**src/rtl/io_input_stall.sv**
```systemverilog
// rtl/io_input_stall.sv - switch-input load stall with debounced enter button
// Optional build macro: IO_TIMEOUT_EN (bounds the WAIT state and reports io_timeout)
module io_input_stall #(
    parameter int DEBOUNCE_CYCLES = 1_000_000,
    parameter int DATA_W          = 16,
    parameter int TIMEOUT_CYCLES  = 100_000_000
) (
    input  logic              clk,
    input  logic              rst,
    input  logic              io_rd_req,
    input  logic              btn_enter,
    input  logic [DATA_W-1:0] sw_in,
    output logic              stall_req_io,
    output logic [31:0]       io_rd_data,
    output logic              io_rd_valid,
    output logic              enter_pulse,
    output logic              io_timeout
);
    localparam int DB_W = $clog2(DEBOUNCE_CYCLES + 1);
    localparam logic [DB_W-1:0] DB_LAST = DB_W'(DEBOUNCE_CYCLES - 1);

    typedef enum logic [1:0] {ST_IDLE, ST_WAIT, ST_DONE} state_t;

    state_t          state_q, state_d;
    logic            sync1_q, sync1_d;
    logic            sync2_q, sync2_d;
    logic            level_q, level_d;
    logic            enter_pulse_q, enter_pulse_d;
    logic [DB_W-1:0] db_cnt_q, db_cnt_d;
    logic [31:0]     rd_data_q, rd_data_d;
    logic            timeout_hit;

    // A new level is accepted only after DEBOUNCE_CYCLES disagreeing samples in a row
    always_comb begin
        sync1_d       = btn_enter;
        sync2_d       = sync1_q;
        level_d       = level_q;
        db_cnt_d      = '0;
        enter_pulse_d = 1'b0;
        if (sync2_q != level_q) begin
            if (db_cnt_q == DB_LAST) begin
                level_d       = ~level_q;
                enter_pulse_d = ~level_q;
            end else begin
                db_cnt_d = db_cnt_q + 1'b1;
            end
        end
    end

`ifdef IO_TIMEOUT_EN
    localparam int TO_W = $clog2(TIMEOUT_CYCLES + 1);
    localparam logic [TO_W-1:0] TO_LAST = TO_W'(TIMEOUT_CYCLES - 1);

    logic [TO_W-1:0] wait_cnt_q, wait_cnt_d;
    logic            timeout_q, timeout_d;

    // Enter has priority over the terminal count
    assign timeout_hit = (state_q == ST_WAIT) && !enter_pulse_q && (wait_cnt_q == TO_LAST);

    always_comb begin
        wait_cnt_d = (state_q == ST_WAIT) ? wait_cnt_q + 1'b1 : '0;
        timeout_d  = timeout_hit;
    end

    always_ff @(posedge clk) begin
        if (rst) begin
            wait_cnt_q <= '0;
            timeout_q  <= 1'b0;
        end else begin
            wait_cnt_q <= wait_cnt_d;
            timeout_q  <= timeout_d;
        end
    end

    assign io_timeout = timeout_q;
`else
    assign timeout_hit = 1'b0;
    assign io_timeout  = 1'b0;
`endif

    always_comb begin
        rd_data_d = rd_data_q;
        if (state_q == ST_WAIT) begin
            if (enter_pulse_q) begin
                rd_data_d = 32'(sw_in);
            end else if (timeout_hit) begin
                rd_data_d = '0;
            end
        end
    end

    always_ff @(posedge clk) begin
        if (rst) begin
            sync1_q       <= 1'b0;
            sync2_q       <= 1'b0;
            level_q       <= 1'b0;
            enter_pulse_q <= 1'b0;
            db_cnt_q      <= '0;
            rd_data_q     <= '0;
        end else begin
            sync1_q       <= sync1_d;
            sync2_q       <= sync2_d;
            level_q       <= level_d;
            enter_pulse_q <= enter_pulse_d;
            db_cnt_q      <= db_cnt_d;
            rd_data_q     <= rd_data_d;
        end
    end

    always_ff @(posedge clk) begin
        if (rst) begin
            state_q <= ST_IDLE;
        end else begin
            state_q <= state_d;
        end
    end

    // A pulse already present on the IDLE->WAIT cycle is not seen, since only WAIT looks at it
    always_comb begin
        state_d = state_q;
        unique case (state_q)
            ST_IDLE: if (io_rd_req) state_d = ST_WAIT;
            ST_WAIT: if (enter_pulse_q || timeout_hit) state_d = ST_DONE;
            ST_DONE: state_d = ST_IDLE;
            default: state_d = ST_IDLE;
        endcase
    end

    always_comb begin
        stall_req_io = 1'b0;
        io_rd_valid  = 1'b0;
        unique case (state_q)
            ST_IDLE: stall_req_io = io_rd_req;
            ST_WAIT: stall_req_io = 1'b1;
            ST_DONE: io_rd_valid  = 1'b1;
            default: stall_req_io = 1'b0;
        endcase
        if (rst) begin
            stall_req_io = 1'b0;
        end
    end

    assign io_rd_data  = rd_data_q;
    assign enter_pulse = enter_pulse_q;

endmodule

```
**config.mk**
```make
export PLATFORM = sky130hd
export DESIGN_NAME = io_input_stall
export DESIGN_NICKNAME = d
export VERILOG_FILES = /design/src/rtl/io_input_stall.sv
export SDC_FILE = /design/constraint.sdc
export NUM_CORES = 1
export LEC_CHECK = 0
export ABC_AREA = 1
export CAP_MARGIN = 30
export CORE_MARGIN = 5
export CORE_UTILIZATION = 43
export DETAILED_ROUTE_END_ITERATION = 10
export PLACE_DENSITY = 0.76
export SYNTH_ARGS = -nofsm -noshare
export SYNTH_HDL_FRONTEND = slang
export SYNTH_SLANG_ARGS = --single-unit
export TNS_END_PERCENT = 100
```
**constraint.sdc**
```tcl
create_clock -name clk -period 1.3 [get_ports clk]
set_input_delay 0.26 -clock clk [delete_from_list [all_inputs] [get_ports clk]]
set_output_delay 0.26 -clock clk [all_outputs]
set_load 0.02 [all_outputs]
```
==> out/results.txt <==
Leakage -> 1.19 nW
n_diodes -> 0
Setup-failing EPs final -> 16
power density cells -> 889 nW/um^2
Post-DRT Antenna Nets -> 0
routed via count -> 1,923
Inserted Clock Buffers -> 5
Placed Cells -> 394
critical path class -> reg -> reg
first-pass GRT wire length -> 7620 um
grt ovf -> 0
failing checks -> setup timing
Yosys reg bits -> 42
Worst Path Arrival -> 1.53 ns
latest clock arrival within the worst-skew pair -> 0.30 ns
largest net degree at the start of global routing -> 19
Total Neg Setup Slack -> -0.440 ns
drt drc -> 0
I/O Pins -> 56
routed len/inst -> 12.0 um
WL final -> 4880 um
Register Area -> 850 um^2
WP data required -> 1.49 ns
CP endpoint kind -> flop
synthesized area per cell -> 7.10 um^2
vias in the first global route -> 1,759
Yosys cell types -> 27
Core Util, Final -> 59.6%
Tightest Hold Check Type -> reg -> reg
Initial DRC Count -> 68
clk buf depth -> 2
Post-Syn Area -> 2030 um^2
clk slew on worst S/H paths -> 0.09 ns
Sink Count -> 42
Final #Nets -> 372
Max Slew Vio Count -> 0
port buffer count -> 38
RSZ-0062 raised after global routing -> yes
cell count after synthesis -> 286
share of layout cells above drive strength 1 -> 17.9%
CP Max Fanout -> 10
Final WS setup -> -0.0417 ns
RePlAce Congestion -> 0.948
starting density of the core -> 43.6%
GRT Overall Usage -> 15.3%
peak supply drop -> 0.598 mV
max_cap viols -> 0
Fin. Hold Viols -> 0
minimum clock period -> 1.34 ns
chip width -> 78.7 um
initial antenna violation count -> 0
CORE AREA -> 4660 um^2
dpl hpwl -> 3420 um
Area Growth Syn to Fin -> 36.8%
R2R depth -> 6
share of the yosys chip area belonging to registers -> 41.4%
area of the multi-input gates -> 1140 um^2
die height -> 78.7 um
num rows -> 25
Final Non-Filler Cells -> 406
crit start category -> flop
clock root buffer -> clkbuf_8
die area -> 6200 um^2
number of H-tree levels -> 2
fin crit share -> 103%
outcome -> complete, but fails checks
Fmax -> 0.745 GHz
hold path depth -> 2
CTS tree -> yes
Layout fillers -> 412
drt pass-1 iters -> 5
vias per cell -> 4.74
Min Hold Slack -> 0.409 ns
clk_skew -> 0.0104 ns
Synth Warn # -> 0
critical path, cell delays in order (launching register included):
cell and delay (ns):
dfxtp_1 0.34, nor2_2 0.13, nand3_1 0.13, nor2_2 0.21, nand3_4 0.19, nand2_8 0.17
nor2_1 0.06
sequential cells by signal, summed over array words and instances, names as in the netlist:
name and cells:
enter_pulse 1, state_q 2, level_q 1, io_rd_data 16
db_cnt_q 20, sync1_q 1, sync2_q 1
Yosys cell counts:
library cell	n	area (um^2)
and2_1	2	12.5
xnor2_1	3	26.3
inv_2	1	3.75
nand3_1	11	55.1
a21oi_1	7	35.0
buf_4	17	128
nand3_2	1	10.0
nand3_4	1	17.5
nor3_1	2	10.0
clkbuf_1	3	11.3
and2_0	2	12.5
nand3b_1	3	22.5
conb_1	1	3.75
xor2_1	5	43.8
ha_1	1	12.5
nor2_8	1	20.0
nand2_4	1	11.3
nand4_1	5	31.3
o21ai_0	20	100
and2_2	1	7.51
nand2_1	43	161
nor2_2	7	43.8
buf_6	1	11.3
nor2_1	82	308
nand2_2	2	12.5
dfxtp_1	42	841
inv_1	21	78.8
final cells by class:
cell class              instances  area share [%]
clock buffers                   6            2.61
multi-input cells             219            40.9
well taps                      54            2.43
repair buffers                 61            19.1
flip-flops and latches         42            30.6
inverters                      22            2.97
clock inverters                 2            1.35
what timing repair did:
item,4_1_cts,5_1_grt
gates cloned,1,1
hold buffers,0,0
pin swaps,1,3
endpoints found under the setup margin,39,23
setup buffers,0,2
endpoints found under the hold margin,0,0
gates resized for setup,36,17
final timing paths:
path	from	end	slack, ns
min reg2reg	sync1_q	sync2_q	0.41
max reg2reg	db_cnt_q[11]	db_cnt_q[8]	-0.04
max	db_cnt_q[11]	db_cnt_q[8]	-0.04
min	sync1_q	sync2_q	0.41
cells by family (layout without fill, tap and decap cells):
kind of cell    after synthesis  in the layout  share of synthesized area, %
simple gates                164            166                          36.2
buf+inv                      43             91                          11.5
flops                        42             42                          41.4
compound gates               27             27                          6.65
xor+xnor                      8              8                          3.45
fa+ha+maj                     1              1                         0.616
other cells                   1             17                         0.185
per-layer routing:
metal / vias to the layer above / share of wire, % / track usage, %
met5: - / 0 / 0
met4: 0 / 2.5 / 6.47
met1: 851 / 40 / 17.1
met2: 65 / 50 / 26.7
li1: 996 / - / -
met3: 11 / 7.5 / 4.76
per-stage QoR:
stage               instance area (um^2)  total power, W  setup slack (ns)
floorplan                           2100         0.00143           0.00629
global placement                    2560         0.00147            -0.513
detailed placement                  2560         0.00147            -0.544
CTS                                 2690         0.00249           -0.0285
global route                        2780         0.00256            -0.120
finish                              2780         0.00247           -0.0417
layout by cell type, fill, tap and decap left out, types with 7 or more instances in the layout:
| master | instances |
|---|---|
| clkdlybuf4s50_1 | 18 |
| buf_4 | 23 |
| nand3_1 | 11 |
| dfxtp_1 | 37 |
| o21ai_0 | 19 |
| conb_1 | 17 |
| inv_1 | 21 |
| nor2_1 | 77 |
| nand2_1 | 43 |
| dlygate4sd2_1 | 17 |
| nor2_2 | 7 |
power by group:
| group | switching (W) | internal [W] |
|---|---|---|
| clock network | 0.000450 | 0.000573 |
| logic | 0.0000826 | 0.0000679 |
| registers | 0.00000473 | 0.00129 |
Power figures use the tool's default switching activity.
